==> src/rtl/multi_pwm_gen.sv <==
// Multi-channel PWM generator: shared free-running counter, double-buffered period/duty.
// Define PWM_CENTER_ALIGN_EN for up/down (center-aligned) counting.
module multi_pwm_gen #(
   parameter int WIDTH    = 8,
   parameter int CHANNELS = 4
) (
   input  logic                      clk,
   input  logic                      rst,
   input  logic                      en,
   input  logic [WIDTH-1:0]          period,
   input  logic [CHANNELS*WIDTH-1:0] duty,
   input  logic                      load,
   output logic [WIDTH-1:0]          counter,
   output logic [CHANNELS-1:0]       pwmout,
   output logic                      period_start
);

   logic [WIDTH-1:0]          counter_r;
   logic [CHANNELS-1:0]       pwmout_r;
   logic                      period_start_r;
   logic                      en_r;
   logic [WIDTH-1:0]          period_act_r;
   logic [CHANNELS*WIDTH-1:0] duty_act_r;
   logic [WIDTH-1:0]          period_pend_r;
   logic [CHANNELS*WIDTH-1:0] duty_pend_r;
   logic                      pend_r;

   logic [WIDTH-1:0]          counter_nxt_s;
   logic [CHANNELS-1:0]       pwmout_nxt_s;
   logic                      start_nxt_s;
   logic                      boundary_s;
   logic [WIDTH-1:0]          period_act_nxt_s;
   logic [CHANNELS*WIDTH-1:0] duty_act_nxt_s;
   logic [WIDTH-1:0]          period_pend_nxt_s;
   logic [CHANNELS*WIDTH-1:0] duty_pend_nxt_s;
   logic                      pend_nxt_s;
`ifdef PWM_CENTER_ALIGN_EN
   logic                      dir_r;      // 1'b0 = counting up, 1'b1 = counting down
   logic                      dir_nxt_s;
`endif

   // Counter sequencing and boundary detection
   always_comb begin
      counter_nxt_s = counter_r;
      start_nxt_s   = 1'b0;
      boundary_s    = 1'b0;
`ifdef PWM_CENTER_ALIGN_EN
      dir_nxt_s     = dir_r;
`endif
      if (!en) begin
         counter_nxt_s = '0;
         boundary_s    = 1'b1;
`ifdef PWM_CENTER_ALIGN_EN
         dir_nxt_s     = 1'b0;
`endif
      end else if (!en_r) begin
         // first enabled edge parks at 0 and opens a fresh period
         counter_nxt_s = '0;
         boundary_s    = 1'b1;
         start_nxt_s   = 1'b1;
`ifdef PWM_CENTER_ALIGN_EN
         dir_nxt_s     = 1'b0;
`endif
      end else begin
`ifdef PWM_CENTER_ALIGN_EN
         if (!dir_r && (counter_r < period_act_r)) begin
            counter_nxt_s = counter_r + WIDTH'(1);
         end else if ((period_act_r == '0) || (counter_r <= WIDTH'(1))) begin
            counter_nxt_s = '0;
            boundary_s    = 1'b1;
            start_nxt_s   = 1'b1;
            dir_nxt_s     = 1'b0;
         end else begin
            counter_nxt_s = counter_r - WIDTH'(1);
            dir_nxt_s     = 1'b1;
         end
`else
         if (counter_r >= period_act_r) begin
            counter_nxt_s = '0;
            boundary_s    = 1'b1;
            start_nxt_s   = 1'b1;
         end else begin
            counter_nxt_s = counter_r + WIDTH'(1);
         end
`endif
      end
   end

   // Double-buffer update and next-state PWM compare
   always_comb begin
      period_act_nxt_s  = period_act_r;
      duty_act_nxt_s    = duty_act_r;
      period_pend_nxt_s = period_pend_r;
      duty_pend_nxt_s   = duty_pend_r;
      pend_nxt_s        = pend_r;
      pwmout_nxt_s      = '0;
      if (boundary_s) begin
         if (load) begin
            period_act_nxt_s = period;
            duty_act_nxt_s   = duty;
         end else if (pend_r) begin
            period_act_nxt_s = period_pend_r;
            duty_act_nxt_s   = duty_pend_r;
         end else begin
            period_act_nxt_s = period_act_r;
         end
         pend_nxt_s = 1'b0;
      end else if (load) begin
         period_pend_nxt_s = period;
         duty_pend_nxt_s   = duty;
         pend_nxt_s        = 1'b1;
      end else begin
         pend_nxt_s = pend_r;
      end
      // compare against next-state values so counter and pwmout stay coherent
      for (int i = 0; i < CHANNELS; i++) begin
         pwmout_nxt_s[i] = en & (counter_nxt_s < duty_act_nxt_s[i*WIDTH +: WIDTH]);
      end
   end

   // State registers
   always_ff @(posedge clk or posedge rst) begin
      if (rst) begin
         counter_r      <= '0;
         pwmout_r       <= '0;
         period_start_r <= 1'b0;
         en_r           <= 1'b0;
         period_act_r   <= {WIDTH{1'b1}};
         duty_act_r     <= '0;
         period_pend_r  <= '0;
         duty_pend_r    <= '0;
         pend_r         <= 1'b0;
`ifdef PWM_CENTER_ALIGN_EN
         dir_r          <= 1'b0;
`endif
      end else begin
         counter_r      <= counter_nxt_s;
         pwmout_r       <= pwmout_nxt_s;
         period_start_r <= start_nxt_s;
         en_r           <= en;
         period_act_r   <= period_act_nxt_s;
         duty_act_r     <= duty_act_nxt_s;
         period_pend_r  <= period_pend_nxt_s;
         duty_pend_r    <= duty_pend_nxt_s;
         pend_r         <= pend_nxt_s;
`ifdef PWM_CENTER_ALIGN_EN
         dir_r          <= dir_nxt_s;
`endif
      end
   end

   assign counter      = counter_r;
   assign pwmout       = pwmout_r;
   assign period_start = period_start_r;

endmodule
==> config.mk <==
export PLATFORM = sky130hd
export DESIGN_NAME = multi_pwm_gen
export DESIGN_NICKNAME = d
export VERILOG_FILES = /design/src/rtl/multi_pwm_gen.sv
export SDC_FILE = /design/constraint.sdc
export NUM_CORES = 1
export LEC_CHECK = 0
export CORE_ASPECT_RATIO = 0.8
export CORE_UTILIZATION = 45
export DETAILED_ROUTE_END_ITERATION = 10
export GPL_TIMING_DRIVEN = 0
export PLACE_DENSITY = 0.66
export SLEW_MARGIN = 20
export SYNTH_ARGS = -nofsm -noshare
export SYNTH_HDL_FRONTEND = slang
export SYNTH_SLANG_ARGS = --single-unit
==> constraint.sdc <==
create_clock -name clk -period 5.8 [get_ports clk]
set_clock_uncertainty 0.1 [all_clocks]
set_input_delay 0.58 -clock clk [delete_from_list [all_inputs] [get_ports clk]]
set_output_delay 0.58 -clock clk [all_outputs]
set_load 0.05 [all_outputs]
==> run_results.csv, run 1 <==
group,metric,value,unit
global_route,grt_pass1_wl,21020,um
synth,syn_inst,475,
drt,drc,0,
worst_hold_path,hold_path_startpoint,"period_act_r[3]$_DFFE_PP1P_",
worst_hold_path,holdPathStages,1,
worst_setup_path,cp.arrival,4.65,ns
placed_design,port_buffers,56,
global_route,antenna_found_initial,0,
synth,synth_mux_area_share,12.37,%
clocking,cts_root_buf,"clkbuf_16",
placed_design,placed_cells,676,
final_layout,diodes,0,
worst_setup_path,r2r_end,"pwmout[2]$_DFF_PP0_",
power,clkPwrFrac,32.7,%
synth,ys_warn_count,0,
final_layout,syn2layout_area_growth,20.48,%
placed_design,dp_hpwl,9322,um
power,power_density,290.0,nW/um2
clocking,cts_tree,"done",
outcome,status,"finished, final reports clean",
synth,synthesis.area,5180,um2
die,core_area,11020,um2
clocking,insertion_delay,0.35,ns
final_layout,multi_input_area,2590,um2
clocking,cts.sinks,95,
clocking,cts_buffers,9,
final_layout,layout.cells.non_filler,692,
power,combPwrFrac,21.4,%
final_layout,layout-drive-gt1-share,14.78,%
drt,firstDrtPassIters,5,
power,internal_power,0.001324,W
synth,syn_nets,556,
power,peakVddDrop,223.0,uV
synth,synth_compound_area_share,11.26,%
worst_setup_path,regToRegSetupSlack,1.29,ns
synth,postSynth.asyncResetShare,100.0,%
die,core.rowCount,34,
synth,synth_xor_area_share,1.014,%
drt,wl,13340,um
worst_setup_path,endpoint_kind,"flop",
final_layout,layout.nets,624,
die,dieArea,11950,um2
sta,drv_slew,0,
sta,slew_headroom,52.60,%
sta,worst_slew_pin_slew,0.7084,ns
worst_setup_path,required,5.94,ns
synth,synth_flop_cell,"dfrtp_1",
sta,min_period,4.513,ns
power,p_seq_share,45.9,%
worst_hold_path,hold_class,"flop to flop",
drt,drt-initial-drc-count,286,
synth,ys_ff_latch,95,
final_layout,nFillCells,955,
final_layout,layout.area.seq,2387,um2
synth,yosys.area_share.simple,16.43,%
die,io_pins,57,
worst_setup_path,ff2ff_path_depth,15,
synth,synth_seq_area_share,46.09,%
die,die_x,122.0,um
synth,synth_fa_ha_area_share,8.937,%
global_route,grt_max_degree,53,
placed_design,gp_congestion,0.8184,
global_route,grt_pass1_vias,3964,
synth,avgSynthCellArea,10.91,um2
clocking,clock_path_buffers,2,
global_route,grt.overflow.total,0,
sta,setup_tns,0,ns
clocking,clk_pin_slew,0.07,ns
drt,vias,4060,
global_route,grt_usage,23.27,%
power,p_leak,2.884,nW
worst_setup_path,startpoint,"counter[0]$_DFF_PP0_",
drt,wl_per_cell,19.28,um
power,switchingPower,0.0004857,W
sta,fmax,221.6,MHz
worst_setup_path,crit_type,"flop to flop",
worst_hold_path,hold-path-endpoint,"period_act_r[3]$_DFFE_PP1P_",
die,fp.dieH,97.96,um
worst_setup_path,worstSetupStartpointType,"flop",
drt,antenna_left,0,
synth,synth_cell_types,38,
clocking,htreeDepth,3,
sta,rsz0062_at_grt,"false",
sta,hold_violations,0,
drt,via_per_inst,5.867,
sta,setup_viol,0,
synth,synth_top_family_by_area,"simple AND/OR/NAND/NOR gates",
flow_run,maxCapViolations,0,
sta,finalCritPeriodShare,77.81,%
clocking,cts-resized-gates,0,
clocking,post-cts-setup-buffers,0,
die,initial_core_util,47.01,%
worst_setup_path,crit_fanout,10,
power,power.switching_fraction,26.83,%
synth,synth_edf_count,0,
worst_setup_path,r2r_start,"counter[0]$_DFF_PP0_",
clocking,cts_hold_buf,0,
[cell type report]
type / count / share of cell area (%)
Clock buffer: 15 / 4.130
Clock inverter: 1 / 0.4812
Timing Repair Buffer: 57 / 9.423
Buffer: 29 / 2.526
Sequential cell: 95 / 38.25
Multi-Input combinational cell: 339 / 41.50
Inverter: 12 / 0.8019
Tap cell: 144 / 2.887
[kinds of logic (layout without fill, tap and decap cells)]
family                     count (synthesis)  after routing
buffers and inverters                     41            114
muxes                                     44             44
adders and majority gates                 37             37
and+or+nand+nor                          167            167
DFF                                       95             95
AOI/OAI and AO/OA                         85             85
xor gates and xnor gates                   6              6
[metrics by stage]
step	utilization [%]	hold WS (ns)	setup slack, ns	power (W)	cell area, um2
finish	56.64	0.3849	1.287	0.001810	6241
global route	56.64	0.3894	1.143	0.001892	6241
CTS	56.64	0.3855	1.358	0.001816	6241
detailed placement	54.03	0.3755	1.393	0.001223	5953
global placement	53.74	0.3751	1.193	0.001206	5921
floorplan	-	0.3646	1.814	0.001101	5180
[power by group through the flow]
stage | clock network (W) | registers, W | logic (W)
after floorplan | 0 | 0.000835 | 0.000266
after global placement | 0 | 0.000835 | 0.000371
after detailed placement | 0 | 0.000840 | 0.000383
after CTS | 0.000598 | 0.000830 | 0.000388
after global routing | 0.000627 | 0.000841 | 0.000423
final | 0.000592 | 0.000831 | 0.000387
[sequential cells by signal, summed over array words and instances, names as in the netlist]
register,cells
duty_pend_r,32
period_start,1
en_r,1
pwmout,4
duty_act_r,32
pend_r,1
period_act_r,8
counter,8
period_pend_r,8
[metal layers]
| metal | GRT usage (%) | vias to the layer above | share of wire (%) |
|---|---|---|---|
| met1 | 33.08 | 2056 | 47 |
| met3 | 5.724 | 16 | 5.8 |
| met2 | 35.16 | 112 | 46 |
| met5 | 0 | - | 0 |
| li1 | - | 1876 | - |
| met4 | 6.363 | 0 | 1.3 |
[synthesized netlist by cell type, types with 6 or more instances]
library cell	instances	area (um2)
nand3_1	95	475.5
dfrtp_1	87	2177
mux2_4	40	600.6
o21ai_0	39	195.2
ha_1	37	462.9
and3_1	29	181.4
nand2_1	18	67.56
inv_1	12	45.04
nor2_1	12	45.04
a21oi_1	11	55.05
clkbuf_1	10	37.54
a22oi_1	8	60.06
buf_2	8	40.04
dfstp_2	8	210.2
o2bb2ai_1	7	61.31
nor2b_1	6	37.54
[placed cells by master, fill, tap and decap left out, types with 6 or more instances in the layout]
cell	instances
a21oi_1	11
ha_1	37
nand3_1	95
and3_1	29
nor2_1	12
nor2b_1	6
mux2_4	40
clkbuf_1	15
clkdlybuf4s50_1	56
o2bb2ai_1	7
dfrtp_1	87
a22oi_1	8
inv_1	11
dfstp_2	8
nand2_1	18
clkbuf_16	9
o21ai_0	39
buf_2	8
[worst max-delay path: stages (launching register included)]
cell	delay (ns)
dfrtp_1	0.48
inv_1	0.14
ha_1	0.30
nand2b_1	0.14
a2111o_1	0.52
a211o_1	0.28
buf_2	0.18
buf_6	0.17
buf_2	0.19
nor2_1	0.57
ha_1	0.38
nand3_1	0.09
nor2_1	0.05
a2111oi_0	0.39
o21ai_0	0.14
a41oi_1	0.26
[worst max-delay path by stage]
stage,slack (ns),cells past startpoint,endpoint
6_report,1.29,15,pwmout[2]$_DFF_PP0_
4_1_cts,1.36,15,pwmout[2]$_DFF_PP0_
5_1_grt,1.14,15,pwmout[3]$_DFF_PP0_
3_5_place_dp,1.39,15,pwmout[2]$_DFF_PP0_
2_1_floorplan,1.81,15,pwmout[3]$_DFF_PP0_
3_3_place_gp,1.19,2,duty_pend_r[4]$_DFFE_PP0P_
(Power assumes the default switching activity.)
==> inputs of run 2 (changes only) <==
--- a/config.mk
+++ b/config.mk
@@ -9,7 +9,7 @@
 export CORE_UTILIZATION = 45
 export DETAILED_ROUTE_END_ITERATION = 10
 export GPL_TIMING_DRIVEN = 0
-export PLACE_DENSITY = 0.66
+export PLACE_DENSITY = 0.69
 export SLEW_MARGIN = 20
 export SYNTH_ARGS = -nofsm -noshare
 export SYNTH_HDL_FRONTEND = slang
==> constraint.sdc (replaced) <==
create_clock -name clk -period 3.8 [get_ports clk]
set_clock_uncertainty 0.1 [all_clocks]
set_input_delay 0.38 -clock clk [delete_from_list [all_inputs] [get_ports clk]]
set_output_delay 0.38 -clock clk [all_outputs]
set_load 0.05 [all_outputs]
==> run 2 against run 1 <==
  * Worst hold slack got worse by 0.062 ns
  * Sequential cell count did not move
  * Clock-buffer cell count is 5 lower
  * Combinational power increased by 73%
  * Via count grew 4.0%
  * Design area grew 7.7%
  * Utilization rose by 4.4 points
  * Critical path type unchanged
  * Global-route usage is 1.1 points higher
  * Critical endpoint unchanged
  * Die area unchanged
  * Clock power grew 67%
==> run_results.csv, run 2 (synthesis results as in run 1) <==
group,metric,value,unit
sta,fmax,268.9,MHz
worst_setup_path,crit_type,"flop to flop",
worst_setup_path,required,3.95,ns
die,initial_core_util,47.01,%
drt,wl_per_cell,19.60,um
die,core.rowCount,34,
die,dieArea,11950,um2
worst_setup_path,cp_num_buf_inv,4,
sta,setup_slack,0.08093,ns
global_route,grt_usage,24.40,%
worst_setup_path,crit_family,"compound AO/OA/AOI/OAI gates",
drt,via_per_inst,5.913,
final_layout,postLayoutCoreUtil,61.02,%
worst_setup_path,slowest_stage,"dfstp_2",
placed_design,port_buffers,56,
drt,drt-met1-wl,6488,um
clocking,cts_buffers,9,
clocking,htreeDepth,3,
placed_design,placed_cells,676,
power,power,0.002923,W
clocking,insertion_delay,0.35,ns
sta,slew_headroom,60.76,%
final_layout,mostFrequentLayoutCells,"nand3_1 (95), dfrtp_1 (86), clkdlybuf4s50_1 (56)",
drt,top_layer,"met4",
global_route,grt.overflow.total,0,
drt,firstDrtPassIters,5,
drt,drt-initial-drc-count,338,
clocking,cts_root_buf,"clkbuf_16",
placed_design,pre_cts_ws,-0.6008,ns
sta,drv_slew,0,
worst_hold_path,hold_class,"input port to async pin",
final_layout,layout-drive-gt1-share,24.21,%
worst_setup_path,endpoint_kind,"flop",
die,fp.dieH,97.96,um
worst_setup_path,regToRegSetupSlack,0.08,ns
sta,setup_viol,0,
drt,routed-wl-met2,6448,um
worst_setup_path,startpoint,"period_act_r[0]$_DFFE_PP1P_",
worst_setup_path,crit_fanout,8,
die,die_x,122.0,um
placed_design,place_area,5954,um2
sta,min_period,3.719,ns
final_layout,stdcell_area,6723,um2
final_layout,nFillCells,871,
clocking,clk_pin_slew,0.07,ns
sta,hold_violations,0,
power,peakVddDrop,203.8,uV
worst_setup_path,path_cells,"ha_1 > nand2b_4 > a2111o_1 > a211o_1 > buf_6 > buf_12 > buf_12 > buf_4 > nor2_4 > ha_1 > nand3_1 > nor2_1 > a2111oi_2 > o21ai_1 > a41oi_2",
global_route,grt_pass1_vias,4128,
clocking,cts.sinks,95,
global_route,grt_max_degree,54,
die,io_pins,57,
drt,wl,14000,um
outcome,status,"finished, final reports clean",
sta,rsz0062_at_grt,"true",
final_layout,final_common_cell,"nand3_1",
global_route,grt_pass1_wl,21900,um
placed_design,gp_congestion,0.8258,
drt,met3RoutedLength,782,um
worst_setup_path,worstSetupStartpointType,"flop",
placed_design,dp_hpwl,9328,um
sta,finalCritPeriodShare,97.87,%
final_layout,reg.largest.list,"duty_act_r: 32 flops, duty_pend_r: 32 flops",
worst_setup_path,cp.arrival,3.87,ns
power,p_leak,3.064,nW
global_route,antenna_found_initial,0,
sta,worst_slew_pin_slew,0.5880,ns
clocking,clock_path_buffers,2,
power,power_density,434.8,nW/um2
worst_setup_path,critPathMaxStageDelay,0.53,ns
final_layout,diodes,0,
worst_setup_path,r2r_end,"pwmout[2]$_DFF_PP0_",
die,core_area,11020,um2
drt,vias,4222,
worst_setup_path,r2r_start,"period_act_r[0]$_DFFE_PP1P_",
final_layout,layout.nets,646,
drt,antenna_left,0,
final_layout,syn2layout_area_growth,29.78,%
drt,drc,0,
worst_setup_path,ff2ff_path_depth,15,
clocking,cts_tree,"done",
flow_run,maxCapViolations,0,
final_layout,layout.cells.non_filler,714,
run 2: power by group:
group	switching, W	leakage (nW)	internal (W)
clock	0.000404	0.150	0.000582
sequential	0.0000826	1.15	0.00118
combinational	0.000315	1.77	0.000356
total	0.000802	3.06	0.00212
run 2: worst register-to-register path: stages, from the launching register on:
cell	delay, ns
dfstp_2	0.53
ha_1	0.23
nand2b_4	0.14
a2111o_1	0.49
a211o_1	0.33
buf_6	0.15
buf_12	0.14
buf_12	0.14
buf_4	0.14
nor2_4	0.15
ha_1	0.28
nand3_1	0.10
nor2_1	0.08
a2111oi_2	0.30
o21ai_1	0.13
a41oi_2	0.20
run 2: layout make-up:
type                    count  area, um2  share of cell area [%]
multi-input cells         339       2783                   41.39
well taps                 144      180.2                   2.680
clock buffers              10      229.0                   3.406
inverters                  12      50.05                  0.7445
plain buffers              28      201.4                   2.996
clock inverters             6      92.59                   1.377
repair buffers             80      798.3                   11.87
flip-flops and latches     95       2389                   35.53
run 2: per-layer routing:
metal  up-vias  global-route usage [%]
met5         -                       0
met4         0                   7.787
met3        25                   4.907
met2       129                   37.42
met1      2147                   34.45
li1       1921                       -
run 2: metrics by stage:
step	hold slack, ns	TNS (ns)
detailed placement	0.3815	-1.988
floorplan	0.3114	0
finish	0.3233	0
global placement	0.3743	-53.07
global route	0.3641	-0.08393
CTS	0.3359	0
run 2: repair_timing:
item / 4_1_cts / 5_1_grt
gates cloned: 0 / 1
pin swaps: 9 / 14
resized for setup: 21 / 45
hold buffers: 0 / 0
endpoints found under the setup margin: 4 / 4
setup buffers: 10 / 13
run 2: worst max path at each step:
| stage | cells past startpoint | slack [ns] | end |
|---|---|---|---|
| 2_1_floorplan | 15 | 0.004 | pwmout[3]$_DFF_PP0_ |
| 3_3_place_gp | 2 | -0.90 | counter[0]$_DFF_PP0_ |
| 3_5_place_dp | 15 | -0.60 | pwmout[2]$_DFF_PP0_ |
| 4_1_cts | 14 | 0.004 | pwmout[2]$_DFF_PP0_ |
| 5_1_grt | 14 | -0.03 | pwmout[0]$_DFF_PP0_ |
| 6_report | 15 | 0.08 | pwmout[2]$_DFF_PP0_ |
